**src/rtl/base_ram_arbiter_if.sv**
```systemverilog
// Bundle between the pipeline fetch/data ports, the base SRAM pins and
// the UART strobes. The arbiter uses the slave modport; the requesters
// and the board side (or a testbench) use the master modport.
interface base_ram_arbiter_if;
  // Instruction-fetch port
  logic        if_req;
  logic [19:0] if_adr;
  logic        if_ready;
  logic [31:0] if_rdata;
  // MEM-stage port
  logic        mem_req;
  logic        mem_we;
  logic        mem_uart;
  logic [19:0] mem_adr;
  logic [3:0]  mem_be;
  logic [31:0] mem_wdata;
  logic        mem_ready;
  logic [31:0] mem_rdata;
  // Base SRAM pins
  logic [19:0] base_ram_addr;
  logic [3:0]  base_ram_be_n;
  logic        base_ram_ce_n;
  logic        base_ram_oe_n;
  logic        base_ram_we_n;
  logic [31:0] base_ram_data_out;
  logic        base_ram_data_oe;
  logic [31:0] base_ram_data_in;
  // UART strobes
  logic        uart_rdn;
  logic        uart_wrn;

  modport slave (
    input  if_req, if_adr,
    output if_ready, if_rdata,
    input  mem_req, mem_we, mem_uart, mem_adr, mem_be, mem_wdata,
    output mem_ready, mem_rdata,
    output base_ram_addr, base_ram_be_n, base_ram_ce_n, base_ram_oe_n,
    output base_ram_we_n, base_ram_data_out, base_ram_data_oe,
    input  base_ram_data_in,
    output uart_rdn, uart_wrn
  );

  modport master (
    output if_req, if_adr,
    input  if_ready, if_rdata,
    output mem_req, mem_we, mem_uart, mem_adr, mem_be, mem_wdata,
    input  mem_ready, mem_rdata,
    input  base_ram_addr, base_ram_be_n, base_ram_ce_n, base_ram_oe_n,
    input  base_ram_we_n, base_ram_data_out, base_ram_data_oe,
    output base_ram_data_in,
    input  uart_rdn, uart_wrn
  );
endinterface

```
**src/rtl/base_ram_arbiter.sv**
```systemverilog
// Base SRAM / UART bus sequencer. Arbitrates the IF and MEM ports and
// produces fixed-timing SRAM and UART strobes, all registered.
// Optional macro BASE_ARB_RR_EN: round-robin arbitration between IF and
// MEM instead of fixed MEM priority.
module base_ram_arbiter #(
  parameter int WR_PULSE   = 2,
  parameter int UART_PULSE = 2,
  parameter int UART_HOLD  = 7
) (
  input logic clk,
  input logic rst_n,
  base_ram_arbiter_if.slave bus
);

  localparam int MAX_AB  = (WR_PULSE > UART_PULSE) ? WR_PULSE : UART_PULSE;
  localparam int MAX_CNT = (MAX_AB > UART_HOLD) ? MAX_AB : UART_HOLD;
  localparam int CW      = $clog2(MAX_CNT + 1);

  // Counter load values: a state lasting N cycles is entered with N-1.
  localparam logic [CW-1:0] WR_LOAD = CW'(WR_PULSE - 1);
  localparam logic [CW-1:0] UP_LOAD = CW'(UART_PULSE - 1);
  localparam logic [CW-1:0] UH_LOAD = (UART_HOLD > 0) ? CW'(UART_HOLD - 1) : '0;

  typedef enum logic [3:0] {
    ST_IDLE, ST_RD, ST_WR_SETUP, ST_WR_PULSE, ST_WR_HOLD,
    ST_U_RD, ST_U_WR, ST_U_RECOVER, ST_DONE
  } state_t;

  state_t        state_reg, state_next;
  logic [CW-1:0] cnt_reg, cnt_next;
  logic          port_mem_reg;   // 1 = current access belongs to MEM
  logic [3:0]    be_reg;         // active-low byte enables of the access
  logic          gnt_mem;
  logic          gnt_any;
  logic [3:0]    cur_be;
  logic          sram_next;

`ifdef BASE_ARB_RR_EN
  logic          last_mem_reg;   // 1 = MEM was granted last
`endif

  // Arbitration decision; only consumed while in IDLE.
  always_comb begin
`ifdef BASE_ARB_RR_EN
    gnt_mem = bus.mem_req && (!bus.if_req || !last_mem_reg);
`else
    gnt_mem = bus.mem_req;
`endif
    gnt_any = bus.mem_req || bus.if_req;
    // Byte enables for the next SRAM cycle: fresh grant or latched access.
    cur_be  = (state_reg == ST_IDLE) ? (gnt_mem ? bus.mem_be : 4'h0) : be_reg;
  end

  // Next-state and dwell-counter logic.
  always_comb begin
    state_next = state_reg;
    cnt_next   = cnt_reg;
    case (state_reg)
      ST_IDLE: begin
        if (gnt_mem && bus.mem_uart) begin
          state_next = bus.mem_we ? ST_U_WR : ST_U_RD;
          cnt_next   = UP_LOAD;
        end else if (gnt_mem) begin
          state_next = bus.mem_we ? ST_WR_SETUP : ST_RD;
        end else if (gnt_any) begin
          state_next = ST_RD;
        end
      end
      ST_RD:       state_next = ST_DONE;
      ST_WR_SETUP: begin
        state_next = ST_WR_PULSE;
        cnt_next   = WR_LOAD;
      end
      ST_WR_PULSE: begin
        if (cnt_reg == '0) state_next = ST_WR_HOLD;
        else               cnt_next   = cnt_reg - 1'b1;
      end
      ST_WR_HOLD:  state_next = ST_DONE;
      ST_U_RD, ST_U_WR: begin
        if (cnt_reg != '0) begin
          cnt_next = cnt_reg - 1'b1;
        end else if (UART_HOLD == 0) begin
          state_next = ST_DONE;
        end else begin
          state_next = ST_U_RECOVER;
          cnt_next   = UH_LOAD;
        end
      end
      ST_U_RECOVER: begin
        if (cnt_reg == '0) state_next = ST_DONE;
        else               cnt_next   = cnt_reg - 1'b1;
      end
      ST_DONE:     state_next = ST_IDLE;
      default:     state_next = ST_IDLE;
    endcase
  end

  assign sram_next = state_next inside {ST_RD, ST_WR_SETUP, ST_WR_PULSE, ST_WR_HOLD};

  // State, grant latches and every pin output, registered from the next state.
  always_ff @(posedge clk or negedge rst_n) begin
    if (!rst_n) begin
      state_reg             <= ST_IDLE;
      cnt_reg               <= '0;
      port_mem_reg          <= 1'b0;
      be_reg                <= 4'hF;
`ifdef BASE_ARB_RR_EN
      last_mem_reg          <= 1'b0;
`endif
      bus.base_ram_addr     <= '0;
      bus.base_ram_be_n     <= 4'hF;
      bus.base_ram_ce_n     <= 1'b1;
      bus.base_ram_oe_n     <= 1'b1;
      bus.base_ram_we_n     <= 1'b1;
      bus.base_ram_data_out <= '0;
      bus.base_ram_data_oe  <= 1'b0;
      bus.uart_rdn          <= 1'b1;
      bus.uart_wrn          <= 1'b1;
      bus.if_ready          <= 1'b0;
      bus.mem_ready         <= 1'b0;
      bus.if_rdata          <= '0;
      bus.mem_rdata         <= '0;
    end else begin
      state_reg <= state_next;
      cnt_reg   <= cnt_next;

      if (state_reg == ST_IDLE && gnt_any) begin
        port_mem_reg          <= gnt_mem;
        be_reg                <= cur_be;
        bus.base_ram_addr     <= gnt_mem ? bus.mem_adr : bus.if_adr;
        bus.base_ram_data_out <= gnt_mem ? bus.mem_wdata : 32'h0;
`ifdef BASE_ARB_RR_EN
        last_mem_reg          <= gnt_mem;
`endif
      end

      bus.base_ram_ce_n    <= !sram_next;
      bus.base_ram_oe_n    <= (state_next != ST_RD);
      bus.base_ram_we_n    <= (state_next != ST_WR_PULSE);
      bus.base_ram_be_n    <= sram_next ? cur_be : 4'hF;
      bus.base_ram_data_oe <= state_next inside {ST_WR_SETUP, ST_WR_PULSE, ST_WR_HOLD, ST_U_WR};
      bus.uart_rdn         <= (state_next != ST_U_RD);
      bus.uart_wrn         <= (state_next != ST_U_WR);
      bus.if_ready         <= (state_next == ST_DONE) && !port_mem_reg;
      bus.mem_ready        <= (state_next == ST_DONE) && port_mem_reg;

      // SRAM read data sampled at the end of RD.
      if (state_reg == ST_RD) begin
        if (port_mem_reg) bus.mem_rdata <= bus.base_ram_data_in;
        else              bus.if_rdata  <= bus.base_ram_data_in;
      end
      // UART byte sampled in the last strobe cycle, zero-extended.
      if (state_reg == ST_U_RD && cnt_reg == '0) begin
        bus.mem_rdata <= {24'h0, bus.base_ram_data_in[7:0]};
      end
    end
  end

endmodule
```
**src/flat_wrapper.sv**
```systemverilog
// flat-port wrapper written by rule: the top's interface ports become plain ports
module base_ram_arbiter_flat 
#(
  parameter int WR_PULSE   = 2,
  parameter int UART_PULSE = 2,
  parameter int UART_HOLD  = 7
)
  (clk, rst_n, bus_if_req, bus_if_adr, bus_if_ready, bus_if_rdata, bus_mem_req, bus_mem_we, bus_mem_uart, bus_mem_adr, bus_mem_be, bus_mem_wdata, bus_mem_ready, bus_mem_rdata, bus_base_ram_addr, bus_base_ram_be_n, bus_base_ram_ce_n, bus_base_ram_oe_n, bus_base_ram_we_n, bus_base_ram_data_out, bus_base_ram_data_oe, bus_base_ram_data_in, bus_uart_rdn, bus_uart_wrn);
  base_ram_arbiter_if bus_i ();
  input logic clk;
  input logic rst_n;
  input wire logic [$bits(bus_i.if_req)-1:0] bus_if_req;
  input wire logic [$bits(bus_i.if_adr)-1:0] bus_if_adr;
  output wire logic [$bits(bus_i.if_ready)-1:0] bus_if_ready;
  output wire logic [$bits(bus_i.if_rdata)-1:0] bus_if_rdata;
  input wire logic [$bits(bus_i.mem_req)-1:0] bus_mem_req;
  input wire logic [$bits(bus_i.mem_we)-1:0] bus_mem_we;
  input wire logic [$bits(bus_i.mem_uart)-1:0] bus_mem_uart;
  input wire logic [$bits(bus_i.mem_adr)-1:0] bus_mem_adr;
  input wire logic [$bits(bus_i.mem_be)-1:0] bus_mem_be;
  input wire logic [$bits(bus_i.mem_wdata)-1:0] bus_mem_wdata;
  output wire logic [$bits(bus_i.mem_ready)-1:0] bus_mem_ready;
  output wire logic [$bits(bus_i.mem_rdata)-1:0] bus_mem_rdata;
  output wire logic [$bits(bus_i.base_ram_addr)-1:0] bus_base_ram_addr;
  output wire logic [$bits(bus_i.base_ram_be_n)-1:0] bus_base_ram_be_n;
  output wire logic [$bits(bus_i.base_ram_ce_n)-1:0] bus_base_ram_ce_n;
  output wire logic [$bits(bus_i.base_ram_oe_n)-1:0] bus_base_ram_oe_n;
  output wire logic [$bits(bus_i.base_ram_we_n)-1:0] bus_base_ram_we_n;
  output wire logic [$bits(bus_i.base_ram_data_out)-1:0] bus_base_ram_data_out;
  output wire logic [$bits(bus_i.base_ram_data_oe)-1:0] bus_base_ram_data_oe;
  input wire logic [$bits(bus_i.base_ram_data_in)-1:0] bus_base_ram_data_in;
  output wire logic [$bits(bus_i.uart_rdn)-1:0] bus_uart_rdn;
  output wire logic [$bits(bus_i.uart_wrn)-1:0] bus_uart_wrn;
  assign bus_i.if_req = bus_if_req;
  assign bus_i.if_adr = bus_if_adr;
  assign bus_if_ready = bus_i.if_ready;
  assign bus_if_rdata = bus_i.if_rdata;
  assign bus_i.mem_req = bus_mem_req;
  assign bus_i.mem_we = bus_mem_we;
  assign bus_i.mem_uart = bus_mem_uart;
  assign bus_i.mem_adr = bus_mem_adr;
  assign bus_i.mem_be = bus_mem_be;
  assign bus_i.mem_wdata = bus_mem_wdata;
  assign bus_mem_ready = bus_i.mem_ready;
  assign bus_mem_rdata = bus_i.mem_rdata;
  assign bus_base_ram_addr = bus_i.base_ram_addr;
  assign bus_base_ram_be_n = bus_i.base_ram_be_n;
  assign bus_base_ram_ce_n = bus_i.base_ram_ce_n;
  assign bus_base_ram_oe_n = bus_i.base_ram_oe_n;
  assign bus_base_ram_we_n = bus_i.base_ram_we_n;
  assign bus_base_ram_data_out = bus_i.base_ram_data_out;
  assign bus_base_ram_data_oe = bus_i.base_ram_data_oe;
  assign bus_i.base_ram_data_in = bus_base_ram_data_in;
  assign bus_uart_rdn = bus_i.uart_rdn;
  assign bus_uart_wrn = bus_i.uart_wrn;
  base_ram_arbiter #(.WR_PULSE(WR_PULSE), .UART_PULSE(UART_PULSE), .UART_HOLD(UART_HOLD)) u_core (.clk(clk), .rst_n(rst_n), .bus(bus_i));
endmodule
```
**config.mk**
```make
export PLATFORM = sky130hd
export DESIGN_NAME = base_ram_arbiter_flat
export DESIGN_NICKNAME = d
export VERILOG_FILES = /design/src/rtl/base_ram_arbiter_if.sv /design/src/rtl/base_ram_arbiter.sv /design/src/flat_wrapper.sv
export SDC_FILE = /design/constraint.sdc
export NUM_CORES = 1
export LEC_CHECK = 0
export CORE_MARGIN = 5
export CORE_UTILIZATION = 40
export DETAILED_ROUTE_END_ITERATION = 12
export GPL_TIMING_DRIVEN = 0
export PLACE_DENSITY = 0.77
export SYNTH_ARGS = -nofsm -noshare
export SYNTH_HDL_FRONTEND = slang
export SYNTH_SLANG_ARGS = --single-unit
```
**constraint.sdc**
```tcl
create_clock -name clk -period 5 [get_ports clk]
set_input_delay 1 -clock clk [delete_from_list [all_inputs] [get_ports clk]]
set_output_delay 1 -clock clk [all_outputs]
set_load 0.01 [all_outputs]
```
-- After elaboration in Yosys (flattened, before gate mapping)
Index checks and enable logic that the tools add are counted.
- memory bits (read-only): 0
- bits in writable memories: 0
- bits in latches: 0
- register bits: 140
- output and inout port bits: 128
- word-level logic and storage cells: 81
- memories kept: 0
- input bits: 114
- reduce and logical (&&, ||, !) cells: 22
- magnitude comparators: 0
- eq/ne operators: 19
- mux-type cells: 21
- bitwise operators: 1
- $add $sub $neg: 1
- div/mod/pow operators: 0
- $mul: 0
- shifts and indexed selects: 0
- operators with widths (operator ; count):
    $mux 32 ; 4
    $mux 4 ; 9
    $eq 4x3->1 const B ; 6
    $pmux 4 s6 ; 1
    $mux 20 ; 1
    $eq 4x2->1 const B ; 4
    $pmux 3 s4 ; 1
    $reduce_bool 4->1 ; 3
    $mux 3 ; 3
    $eq 4x1->1 const B ; 2
    $ne 4x3->1 const B ; 2
    $reduce_or 2->1 ; 3
    $logic_and 1x1->1 ; 5
    $eq 4x4->1 const B ; 1
    $logic_not 4->1 ; 1
    $mux 2 ; 2
    $ne 2x2->1 const B ; 2
    $ne 4x1->1 const B ; 1
    $ne 4x2->1 const B ; 1
    $reduce_and 2->1 ; 2
    $reduce_bool 2->1 ; 2
    $logic_not 3->1 ; 1
    $reduce_and 3->1 ; 1
    $reduce_bool 3->1 ; 1
    4 further kinds ; 5

-- Logic depth before layout (Yosys ltp)
- depth in word-level cells: 8
- depth in mapped cells: 7
- depth with buffers taken out: 7

-- Worst setup path before layout
OpenSTA, ideal clock, no wires.
- path type: input port to flip-flop
- from: in bus_mem_req
- to: reg u_core.bus.base_ram_be_n[0]
- path slack: 2.814 ns
- setup time: 0.083 ns
- arrival time: 2.102 ns
- stages: 5
- required time: 4.917 ns
- buffers on the path: 1
- cell sequence: buf_6 -> a211o_1 -> a211oi_4 -> o22ai_4 -> a221o_1
- cells in the longest elaborated chain, start to end: 8
- elaborated cells between the ends (all ways): 14
- classes of those cells: 4 x eq/ne; 7 x mux; 3 x reduce/logical
- RTL lines (what ; RTL line ; source):
    from (decl) ; flat_wrapper.sv:16 ; input wire logic [$bits(bus_i.mem_req)-1:0] bus_mem_req;
    $logic_or 1x1->1 ; base_ram_arbiter.sv:49 ; gnt_any = bus.mem_req || bus.if_req;
    $mux 4 ; base_ram_arbiter.sv:65 ; end else if (gnt_any) begin
    $mux 4 ; base_ram_arbiter.sv:63 ; end else if (gnt_mem) begin
    $mux 4 (*) ; base_ram_arbiter.sv:60 ; if (gnt_mem && bus.mem_uart) begin
    $pmux 4 s6 (*) ; base_ram_arbiter.sv:58 ; case (state_reg)
    named net u_core.state_next[0] ; base_ram_arbiter.sv:29 ; state_t state_reg, state_next;
    $eq 4x1->1, or another cell as far along ; base_ram_arbiter.sv:98 ; assign sram_next = state_next inside {ST_RD, ST_WR_SETUP, ST_WR_PULSE, ST_WR_HOLD};
    $reduce_bool 4->1 (*) ; base_ram_arbiter.sv:98 ;
    $mux 4 (*) ; base_ram_arbiter.sv:140 ; bus.base_ram_be_n <= sram_next ? cur_be : 4'hF;
    to (signal assigned) ; base_ram_arbiter.sv:140 ;
    to (decl) ; base_ram_arbiter_if.sv:37 ; output base_ram_addr, base_ram_be_n, base_ram_ce_n, base_ram_oe_n,
Mark *: on every way through the listed nets, which the timed path passes. The rest lies on a longest branch.
A chain may end at the register's enable or synchronous reset.

-- Worst setup path after layout
- from: in bus_mem_req
- to: reg u_core.be_reg[2]
- cells in the longest elaborated chain, start to end: 2
- elaborated cells between the ends (all ways): 4
- classes of those cells: 2 x mux; 2 x reduce/logical
- RTL lines (what ; RTL line ; source):
    $mux 4 / $logic_or 1x1->1 (equally long branches) ; base_ram_arbiter.sv:51, base_ram_arbiter.sv:49 ;
    $mux 4 / $logic_and 1x1->1 (equally long branches) ; base_ram_arbiter.sv:51, base_ram_arbiter.sv:127 ;
    to (signal assigned) ; base_ram_arbiter.sv:129 ; be_reg <= cur_be;
    to (decl) ; base_ram_arbiter.sv:32 ; logic [3:0] be_reg;
Parallel ways exist; a longest one is shown, timed or not.

==> impl_metrics.json <==
{
  "status": "finished clean",
  "cp.required_ns": 5.35,
  "p_per_area_nw_per_um2": 668,
  "row_count": 43,
  "syn_area_per_cell_um2": 13.6,
  "drt_iter0_markers": 368,
  "die_height_um": 128,
  "fin_crit_sh_pct": 49.8,
  "setup_viol": 0,
  "io_pins": 242,
  "numCtsBuffers": 17,
  "start_util_pct": 40.6,
  "tightest_slew_ns": 0.738,
  "grt_overflow": 0,
  "clk_pin_slew_ns": 0.06,
  "leakagePower_nw": 3.87,
  "firstDrtPassIters": 5,
  "top_regs": "u_core.bus.base_ram_data_out: 32 flops, u_core.bus.if_rdata: 32 flops, u_core.bus.mem_rdata: 32 flops",
  "ant_nets": 0,
  "path_common_cell": "buf_2",
  "vias": 4417,
  "place_area_um2": 8260,
  "dp_cells": 833,
  "timing.fmax_ghz": 0.402,
  "path_cells": "clkdlybuf4s50_1 > buf_6 > o21ai_1 > buf_2 > buf_2 > a22o_1",
  "rsz0062_at_grt": "false",
  "cap_viol_max_count": 0,
  "wirelength_um": 16400,
  "nets": 788,
  "syn_area_um2": 5590,
  "ys_types": 47,
  "ys.flop_type": "dfrtp_1",
  "start_kind": "primary input",
  "antenna_found_initial": 0,
  "port_buffers": 241,
  "grt_pass1_wl_um": 26100,
  "core-area_um2": 13800,
  "cts.sinks": 140,
  "synth-seq-cells": 140,
  "area.growth.synth_to_final_pct": 58.7,
  "drc": 0,
  "critPathTopFamily": "buffers and inverters",
  "wl_per_cell_um": 19.0,
  "synth_edf_count": 0,
  "relSlewSlack_pct": 50.8,
  "critical_path.endpoint_type": "flip-flop",
  "seq_area_frac_synth_pct": 62.9,
  "diodes": 0,
  "stdcell_area_um2": 8870,
  "gp_congestion": 0.842,
  "finalSetupTns_ns": 0,
  "die_w_um": 128,
  "postCtsHoldBufs": 0,
  "grt_max_degree": 105,
  "avgViaCountPerCell": 5.11,
  "async_flop_share_pct": 100,
  "final_hold_viol_count": 0,
  "ctsResizeCount": 0,
  "synth-warning-count": 0,
  "place.detailed.hpwl_um": 12300,
  "most-common-layout-cells": "clkdlybuf4s50_1 (240), dfrtp_1 (127), a22o_1 (60), mux2_2 (32), nand2_1 (29)",
  "drive_gt1_share_pct": 15.9,
  "path_class": "in -> reg",
  "dieArea_um2": 16400,
  "grtUsageTotal_pct": 20.4,
  "clock_path_buffers": 2,
  "clock_latency_ns": 0.41,
  "worstPathMaxFanout": 10,
  "cts_max_level": 4,
  "finalMaxSlewViolations": 0,
  "netlist_instances": 411,
  "fin_crit_ns": 2.49,
  "arrival_ns": 2.84,
  "irDropWorstVdd_v": 0.000351,
  "cts_tree": "yes",
  "hold_class": "in -> async",
  "first_global_vias": 4847,
  "synth_fp_nets": 527,
  "slowest_delay_ns": 0.46,
  "finClkSkew_ns": 0.00686,
  "fin_total_pwr_mw": 5.93,
  "final_cells": 865,
  "cp_slowest_cell": "o21ai_1",
  "post_cts_buffers": 0,
  "clock-root-buffer": "clkbuf_16",
  "mostFrequentLayoutCell": "clkdlybuf4s50_1",
  "worst-path-buf-inv": 4
}
-- through the flow --
stage / util [%] / hold slack, ns / setup slack, ns
6_report: 64.4 / 0.477 / 2.51
5_1_grt: 64.4 / 0.485 / 2.41
4_1_cts: 64.4 / 0.474 / 2.49
3_5_place_dp: 60.0 / 0.474 / 2.11
3_3_place_gp: 59.8 / 0.463 / -2.32
2_1_floorplan: - / 0.504 / 2.81
-- cell usage after synthesis, types with 2 or more instances --
cell      instances  area, µm²
nand3b_1          3       22.5
clkbuf_1          9       33.8
dfrtp_1         127       3180
nand3_1           4       20.0
inv_1             5       18.8
a221o_1           3       30.0
a22o_1           60        526
mux2i_1          20        200
o21ai_0          19       95.1
a21o_1            2       15.0
xnor2_1           2       17.5
nand2_1          29        109
nor2_1           11       41.3
mux2_1            8       90.1
o21ai_1           8       40.0
a21oi_1           4       20.0
a31oi_1           2       12.5
buf_4             2       15.0
and2_1            3       18.8
ha_1              2       25.0
mux2_2           32        360
a211o_1           3       26.3
buf_2            17       85.1
dfstp_2          13        342
-- routing by layer --
metal	track usage (%)	share of wire, %
met3	6.08	6.5
met4	8.80	3.3
met1	24.7	39
met2	33.7	51
met5	0	0
-- power breakdown --
part	switching, mW	total [mW]	internal (mW)	leakage, nW
Clock	0.504	1.30	0.794	0.292
Sequential	0.311	2.00	1.69	1.72
Combinational	1.16	2.63	1.47	1.86
-- final timing paths --
path	startpoint	end	slack [ns]	depth (start not counted)
max	bus_mem_req	u_core.be_reg[2]	2.51	6
min in group clk	u_core.bus.base_ram_addr[9]	u_core.bus.base_ram_addr[9]	0.48	2
max reg2reg	u_core.cnt_reg[1]	u_core.bus.mem_rdata[2]	3.04	6
min	rst_n	u_core.bus.if_rdata[26]	0.48	1
max in group asynchronous	rst_n	u_core.bus.base_ram_addr[5]	3.70	2
min reg2reg	u_core.bus.base_ram_addr[9]	u_core.bus.base_ram_addr[9]	0.48	2
-- layout make-up --
type                            instances  area [µm²]
Buffer                                 29         145
Inverter                                5        18.8
Multi-Input combinational cell        237        1910
Clock inverter                         15         190
Timing Repair Buffer                  242        2440
Fill cell                            1068        4900
Sequential cell                       140        3520
Clock buffer                           17         425
Tap cell                              180         225
-- cell families (layout without fill, tap and decap cells) --
group                      count (synthesis)  after routing  share of synthesized area (%)
AOI/OAI and AO/OA                        109            109                           15.3
xor gates and xnor gates                   2              2                          0.313
adders and majority gates                  2              2                          0.447
buffers and inverters                     34            308                           2.93
DFF                                      140            140                           62.9
muxes                                     60             60                           11.6
and+or+nand+nor                           64             64                           6.40
Note: power is estimated with default switching activity, not from simulation.
